**config.mk**
```make
export PLATFORM = sky130hd
export DESIGN_NAME = rr_grant_arbiter
export DESIGN_NICKNAME = d
export VERILOG_FILES = /design/src/rtl/rr_grant_arbiter.sv
export SDC_FILE = /design/constraint.sdc
export NUM_CORES = 1
export LEC_CHECK = 0
export CAP_MARGIN = 30
export CORE_MARGIN = 8
export CORE_UTILIZATION = 49
export CTS_CLUSTER_DIAMETER = 50
export DETAILED_ROUTE_END_ITERATION = 10
export PLACE_DENSITY = 0.88
export RECOVER_POWER = 50
export REMOVE_ABC_BUFFERS = 1
export SYNTH_ARGS = -nofsm -noshare
export SYNTH_HDL_FRONTEND = slang
export SYNTH_SLANG_ARGS = --single-unit
```
**constraint.sdc**
```tcl
create_clock -name clk -period 2.28 [get_ports clk]
set_input_delay 0.228 -clock clk [delete_from_list [all_inputs] [get_ports clk]]
set_output_delay 0.228 -clock clk [all_outputs]
set_load 0.05 [all_outputs]
```
**src/rtl/rr_grant_arbiter.sv**
```systemverilog
// rr_grant_arbiter
//   Round-robin arbiter granting one shared resource to one of N requesters.
//   The grant is registered and held until the owner releases it (done, or
//   dropping its req) or until MAX_HOLD cycles have elapsed.
//
// Ports
//   clk      in   rising-edge clock
//   rst_n    in   asynchronous active-low reset
//   req      in   [N] level request per requester
//   done     in   release strobe from the current owner (ignored in IDLE)
//   gnt      out  [N] registered one-hot grant, zero when no owner
//   busy     out  registered, high exactly when gnt is non-zero
//   any_req  out  combinational OR of req
//   timeout  out  registered one-cycle pulse on forced revocation
module rr_grant_arbiter #(
    parameter int N        = 4,
    parameter int MAX_HOLD = 16
) (
    input  logic         clk,
    input  logic         rst_n,
    input  logic [N-1:0] req,
    input  logic         done,
    output logic [N-1:0] gnt,
    output logic         busy,
    output logic         any_req,
    output logic         timeout
);

    localparam int PW = (N > 1) ? $clog2(N) : 1;
    localparam int HW = (MAX_HOLD > 0) ? $clog2(MAX_HOLD + 1) : 1;
    localparam logic [HW-1:0] HOLD_LAST = (MAX_HOLD > 0) ? HW'(MAX_HOLD - 1) : '0;
    localparam logic [PW-1:0] LAST_IDX  = PW'(N - 1);

    typedef enum logic {IDLE, GRANT} state_t;

    state_t         state;
    logic [PW-1:0]  ptr;
    logic [HW-1:0]  hold_cnt;

    logic [PW-1:0]  sel_idx;
    logic [PW-1:0]  hi_idx;
    logic [PW-1:0]  lo_idx;
    logic           hi_found;
    logic [PW-1:0]  ptr_nxt;
    logic           owner_req;

    assign any_req = |req;

    // Scan from the top down so the last hit is the lowest index. lo_idx is
    // the lowest requester overall, which is the wrap-around choice whenever
    // nothing at or above ptr is requesting.
    always_comb begin
        hi_found = 1'b0;
        hi_idx   = '0;
        lo_idx   = '0;
        for (int i = N - 1; i >= 0; i--) begin
            if (req[i]) begin
                lo_idx = PW'(i);
                if (i >= int'(ptr)) begin
                    hi_found = 1'b1;
                    hi_idx   = PW'(i);
                end
            end
        end
        sel_idx = hi_found ? hi_idx : lo_idx;
    end

    // Explicit wrap so non-power-of-two N never lands on an unused index.
    assign ptr_nxt = (sel_idx == LAST_IDX) ? '0 : sel_idx + PW'(1);

    // gnt is one-hot while in GRANT, so this picks out req of the owner.
    assign owner_req = |(gnt & req);

    always_ff @(posedge clk or negedge rst_n) begin
        if (!rst_n) begin
            state    <= IDLE;
            gnt      <= '0;
            busy     <= 1'b0;
            timeout  <= 1'b0;
            ptr      <= '0;
            hold_cnt <= '0;
        end else begin
            timeout <= 1'b0;
            case (state)
                IDLE: begin
                    if (any_req) begin
                        gnt      <= N'(1) << sel_idx;
                        busy     <= 1'b1;
                        ptr      <= ptr_nxt;
                        hold_cnt <= '0;
                        state    <= GRANT;
                    end else begin
                        gnt  <= '0;
                        busy <= 1'b0;
                    end
                end
                GRANT: begin
                    // Voluntary release outranks the timeout on the same edge.
                    if (done || !owner_req) begin
                        gnt   <= '0;
                        busy  <= 1'b0;
                        state <= IDLE;
                    end else if (MAX_HOLD != 0 && hold_cnt == HOLD_LAST) begin
                        gnt     <= '0;
                        busy    <= 1'b0;
                        timeout <= 1'b1;
                        state   <= IDLE;
                    end else begin
                        hold_cnt <= hold_cnt + HW'(1);
                    end
                end
                default: begin
                    state <= IDLE;
                    gnt   <= '0;
                    busy  <= 1'b0;
                end
            endcase
        end
    end

endmodule

```
==> out/results.tsv, run 1 <==
stage	metric	value	unit
cells_and_area	layout-drive-gt1-share	12.79	%
critical_path	worst_ep_required	2.49	ns
clock_network	numCtsBuffers	3	
sta	fmaxAchievable	529.9	MHz
critical_path	critPathKind	reg2reg	
yosys	portion_of_the_post_synthesis_area_used_by_sequential_elements	46.74	%
grt	grt_max_degree	15	
sta	skew	0.003327	ns
critical_path	slowest_stage	dfrtp_1	
yosys	post_synth.cell_area_avg	10.86	sq um
floorplanning	die_w	55.11	um
cells_and_area	layout.nets	100	
critical_path	critPathMaxStageDelay	0.41	ns
pwr	power_density	1127	mW/mm^2
route	wl_met2	700	um
route	drc	0	
cells_and_area	filler_cell_count	135	
cells_and_area	layoutNonFillerInstCount	102	
grt	global_route_wire_length_before_repair	2511	um
route	first_pass_iters	4	
floorplanning	initial_standard_cell_utilization_of_the_core	50.94	%
floorplanning	row_count	14	
floorplanning	fp.dieArea	0.003037	sq mm
route	routed-wl-met3	114	um
sta	rsz0062_at_grt	no	
route	routed_vias	584	
placement	dp_hpwl	1177	um
sta	final_max_slew_viol_count	0	
pwr	ir_worst_vdd	0.7172	mV
sta	setup_viol	0	
clock_network	clkLatencyLatePin	0.28	ns
yosys	area_fraction_in_compound_gates_after_synthesis	19.20	%
outcome	outcome	finished, final reports clean	
route	drt_first_iter_violations	12	
critical_path	crit_path_cells	ha_1 -> and3_1 -> ha_1 -> a211o_1 -> or3_1 -> a21oi_1	
clock_network	tritoncts	built	
sta	period_needed	1.887	ns
yosys	synth_xor_area_share	0	%
clock_network	cts_hold_repair.buffers	0	
floorplanning	io-pin-count	14	
min_path	hold_class	in2async	
yosys	synthAdderAreaFrac	10.02	%
grt	grt.total_usage	11.63	%
yosys	combinational_family_with_the_most_area_after_synthesis	compound AO/OA/AOI/OAI gates	
critical_path	launching_element_type_of_the_critical_path	flop	
yosys	synthesis.instances	69	
placement	final_weighted_congestion_in_routability_driven_placement	0.8367	
floorplanning	die_y	55.11	um
placement	place.port_buffers	13	
route	drt-wirelength-per-cell	14.16	um
critical_path	critical-path-top-cell-by-count	ha_1	
clock_network	clock-sinks	14	
clock_network	cts_buffer_depth	2	
grt	globalRouteOverflowTotal	0	
yosys	post_synth_and_or_nand_nor_area_fraction	14.02	%
cells_and_area	layout.cells.most_common_list	14 x dfrtp_1, 10 x nand2_1, 10 x clkdlybuf4s50_1	
pwr	cellLeakagePower	0.0004362	uW
critical_path	worstSetupEndpointType	flop	
yosys	yosys_warnings	0	
route	drt-met1-wl	604	um
critical_path	critical_path_peak_fanout	6	
placement	placedCellCount	98	
route	dr.max_layer_used	met4	
route	antenna_left	0	
clock_network	post_cts_resize_count	0	
cells_and_area	synth_to_final_area_change	24.04	%
clock_network	cts_root_buf	clkbuf_4	
clock_network	cts_htree_levels	1	
critical_path	worst_path_arrival	2.10	ns
route	totalWireLength	1444	um
grt	first_global_vias	583	
sta	maxSlewHeadroom	59.75	%
sta	final_report_hold_violation_count	0	
yosys	syn-cell-area	749.5	sq um
clock_network	post_cts.repair.setup_buffers	0	
sta	final.setup.tns	0	ns
yosys	ys_types	24	
flow_run	max-cap-violations	0	
yosys	ys_ff_latch	14	
clock_network	worst_setup_hold_path_clk_slew	0.08	ns
floorplanning	core_region_area	0.001471	sq mm
route	avgViaCountPerCell	5.725	
sta	post-route-period-util	82.77	%
grt	number_of_antenna_violations_at_the_first_check_in_global_routing	0	
cells_and_area	layout.cells.most_common	dfrtp_1	
sta	max_slew.worst_pin.slew	0.6018	ns
yosys	mux_contribution_to_synthesized_area	6.010	%
cells_and_area	antenna_cells_inserted	0	
[power by group]
| group | internal, uW | switching (uW) |
|---|---|---|
| Sequential | 320 | 74.7 |
| Clock | 97.2 | 78.8 |
| Combinational | 189 | 288 |
[cells by family (layout without fill, tap and decap cells)]
| group | Yosys count | count (layout) |
|---|---|---|
| AO/OA/AOI/OAI | 20 | 20 |
| adder cells (fa/ha/maj) | 6 | 6 |
| buffers and inverters | 6 | 23 |
| flip-flops | 14 | 14 |
| multiplexers | 4 | 4 |
| AND/OR/NAND/NOR | 19 | 19 |
[worst paths after layout]
check,from,endpoint,slack (ns),cells after the start
min reg2reg,busy,busy,0.50,2
min in group clk,busy,busy,0.50,2
min,rst_n,gnt[1],0.39,1
max reg2reg,hold_cnt[0],hold_cnt[3],0.39,6
max in group asynchronous,rst_n,ptr[0],1.50,1
max,hold_cnt[0],hold_cnt[3],0.39,6
[cell usage after synthesis (all sizes together)]
cell    instances  share of area [%]
dfrtp          14                 47
and3            1               0.84
a21oi           4                2.7
nand2          10                5.0
a22oi           2                2.0
or3             1               0.84
nor3b           1                1.0
o22a            1                1.3
mux2            1                2.0
inv             5                2.5
a21boi          1                1.0
a211o           1                1.2
ha              6                 10
or4             1                1.5
a211oi          2                2.7
nand3           2                1.3
buf             1                1.5
o21a            1                1.0
o21ai           4                2.7
a22o            4                4.7
mux2i           3                4.0
nand2b          2                1.7
nor2b           1                1.8
[layer usage]
metal / global-route usage, % / vias to the layer above
li1: - / 282
met1: 13.07 / 279
met2: 18.84 / 19
met3: 4.278 / 4
met4: 6.000 / 0
met5: 0 / -
[cell type report]
| cell class | count | area (sq um) | share of cell area, % |
|---|---|---|---|
| multi-input cells | 49 | 369.1 | 39.70 |
| flip-flops and latches | 14 | 350.3 | 37.69 |
| repair buffers | 14 | 135.1 | 14.54 |
| clock buffers | 4 | 36.28 | 3.903 |
| well taps | 16 | 20.02 | 2.153 |
| inverters | 5 | 18.77 | 2.019 |
[through the flow]
stage                     cell area, sq um  setup slack (ns)  power (uW)  util [%]  hold WS, ns
after floorplan                      738.2            0.4930       718.8         -     -0.06759
after global placement               893.4            0.3103       865.0     60.71       0.4647
after detailed placement             893.4            0.2084       880.8     60.71       0.4811
after CTS                            929.6            0.3843        1060     63.18       0.3362
after global routing                 929.6            0.2296        1119     63.18       0.4518
final                                929.6            0.3928        1047     63.18       0.3872
[flip-flops by register name, summed over array words and instances (netlist names)]
| signal | count |
|---|---|
| gnt | 4 |
| timeout | 1 |
| ptr | 2 |
| busy | 1 |
| state | 1 |
| hold_cnt | 5 |
[critical path, delay by kind of cell (launching register included)]
kind | cells | cell delay, ns
flip-flops | 1 | 0.41
AO/OA/AOI/OAI | 2 | 0.44
AND/OR/NAND/NOR | 2 | 0.55
adder cells (fa/ha/maj) | 2 | 0.43
(Power assumes the default switching activity.)
==> run 2, diff against run 1 <==
==> constraint.sdc (replaced) <==
create_clock -name clk -period 1.8 [get_ports clk]
set_input_delay 0.18 -clock clk [delete_from_list [all_inputs] [get_ports clk]]
set_output_delay 0.18 -clock clk [all_outputs]
set_load 0.05 [all_outputs]
==> run 2 against run 1 <==
Effect of this change:
- non-clock buffer count rose by 10
- sequential power increased by 27%
- critical path depth unchanged
- maximum frequency up 8.0%
- wire length rose by 29%
- register-to-register slack worse by 0.34 ns
- setup slack lost 0.34 ns
- combinational power rose by 50%
- core utilization increased by 6.5 points
- die area unchanged
- cell count up 9.8%
- sequential share of layout area down 3.5 points
- critical path type unchanged
- critical endpoint unchanged
==> out/results.tsv, run 2 (synthesis gave the netlist of run 1 again) <==
stage	metric	value	unit
cells_and_area	seqCellArea	350.3	sq um
sta	max_slew.worst_pin.slew	0.6102	ns
sta	final_max_slew_viol_count	0	
floorplanning	die_w	55.11	um
floorplanning	initial_standard_cell_utilization_of_the_core	50.94	%
critical_path	worstSetupEndpointType	flop	
grt	grt.total_usage	13.63	%
route	antenna_left	0	
floorplanning	io-pin-count	14	
grt	first_global_vias	654	
sta	fmaxAchievable	572.5	MHz
placement	dp_hpwl	1415	um
floorplanning	fp.dieArea	0.003037	sq mm
cells_and_area	filler_cell_count	115	
cells_and_area	synth_to_final_area_change	36.73	%
critical_path	worst_ep_required	2.01	ns
critical_path	critical_path_peak_fanout	3	
clock_network	numCtsBuffers	3	
route	drt_first_iter_violations	29	
sta	rsz0062_at_grt	no	
pwr	total_power_consumption	1444	uW
clock_network	clock-sinks	14	
clock_network	cts_root_buf	clkbuf_4	
cells_and_area	final_core_util	69.64	%
floorplanning	row_count	14	
route	first_pass_iters	6	
outcome	outcome	finished, final reports clean	
route	avgViaCountPerCell	5.902	
cells_and_area	antenna_cells_inserted	0	
cells_and_area	register_containing_the_most_flip_flops_in_the_final_layout	hold_cnt	
cells_and_area	multiInputGateArea	389.1	sq um
clock_network	cts_hold_repair.buffers	0	
cells_and_area	largest_registers_in_the_final_layout	hold_cnt x5, gnt x4, ptr x2	
sta	setup_viol	0	
floorplanning	die_y	55.11	um
cells_and_area	layout-drive-gt1-share	25.00	%
clock_network	cts_htree_levels	1	
critical_path	critPathKind	reg2reg	
route	drt-wirelength-per-cell	16.62	um
flow_run	max-cap-violations	0	
placement	place.port_buffers	13	
min_path	hold_class	in2async	
floorplanning	core_region_area	0.001471	sq mm
sta	skew	0.002673	ns
critical_path	worst_path_arrival	1.96	ns
pwr	ir_worst_vdd	0.9655	mV
sta	post-route-period-util	97.05	%
cells_and_area	largest_reg_flops	5	
clock_network	worst_setup_hold_path_clk_slew	0.09	ns
grt	globalRouteOverflowTotal	0	
placement	place_worst_setup_slack	-0.04894	ns
sta	period_needed	1.747	ns
cells_and_area	layout.cells.most_common	dfrtp_1	
pwr	cellLeakagePower	0.0004829	uW
sta	final_report_hold_violation_count	0	
cells_and_area	layout.cells.most_common_list	14 x dfrtp_1, 12 x buf_4, 10 x nand2_1, 10 x clkdlybuf4s50_1, 5 x inv_1	
route	totalWireLength	1861	um
route	routed_vias	661	
route	drc	0	
grt	grt_max_degree	15	
cells_and_area	design_area	0.001025	sq mm
pwr	power_density	1409	mW/mm^2
sta	maxSlewHeadroom	59.18	%
grt	global_route_wire_length_before_repair	3008	um
grt	number_of_antenna_violations_at_the_first_check_in_global_routing	0	
placement	final_weighted_congestion_in_routability_driven_placement	0.7934	
cells_and_area	layout.nets	110	
sta	worst_slack	0.05319	ns
critical_path	launching_element_type_of_the_critical_path	flop	
clock_network	tritoncts	built	
clock_network	cts_buffer_depth	2	
clock_network	clkLatencyLatePin	0.28	ns
placement	placement.cell_area	945.9	sq um
## run 2: cell types whose count changed in the layout (fill, tap and decap cells not counted), sizes merged
cell / delta
buf: +10
## run 2: through the flow
| stage | TNS (ns) | hold WS (ns) | instances |
|---|---|---|---|
| floorplan | 0 | -0.1156 | 68 |
| global placement | 0 | 0.4624 | 105 |
| detailed placement | -0.1568 | 0.4886 | 105 |
| CTS | 0 | 0.2921 | 109 |
| global route | 0 | 0.4164 | 112 |
| finish | 0 | 0.3392 | 112 |
## run 2: path summary, 6_finish.rpt
kind | start | end | slack (ns) | cells after the start
max | hold_cnt[1] | hold_cnt[3] | 0.05 | 6
min | rst_n | ptr[1] | 0.34 | 1
max reg2reg | hold_cnt[1] | hold_cnt[3] | 0.05 | 6
min reg2reg | busy | busy | 0.51 | 2
max in group asynchronous | rst_n | hold_cnt[4] | 1.06 | 1
min in group clk | busy | busy | 0.51 | 2
## run 2: power by group
group / switching (uW) / internal, uW / total, uW
Combinational: 410 / 305 / 714
Clock: 106 / 123 / 230
Sequential: 95.6 / 405 / 501
Total: 612 / 833 / 1440
## run 2: cell type report
class / count / share of cell area, %
inverters: 5 / 1.832
clock buffers: 4 / 3.541
repair buffers: 24 / 20.51
well taps: 16 / 1.954
multi-input cells: 49 / 37.97
flip-flops and latches: 14 / 34.19
## run 2: what timing repair did
item,4_1_cts,5_1_grt
buffers inserted,0,3
cloned,0,0
resized for setup,1,3
pin swaps,0,5
endpoints found under the hold margin,0,0
endpoints found under the setup margin,1,4
## run 2: worst max-delay path: stages, from the launching register on
cell and delay, ns:
dfrtp_1 0.39, ha_2 0.19, and3_4 0.18, ha_4 0.16, a211o_1 0.29, or3_1 0.33
a21oi_1 0.13
## run 2: metal layers
layer  vias up  share of wire, %  global-route usage, %  routed length, um
li1        303                 -                      -                  -
met1       320                40                  14.80                737
met2        30                50                  24.63                939
met3         8               7.1                  3.476                132
met4         0               2.7                  5.200                 51
met5         -                 0                      0                  0
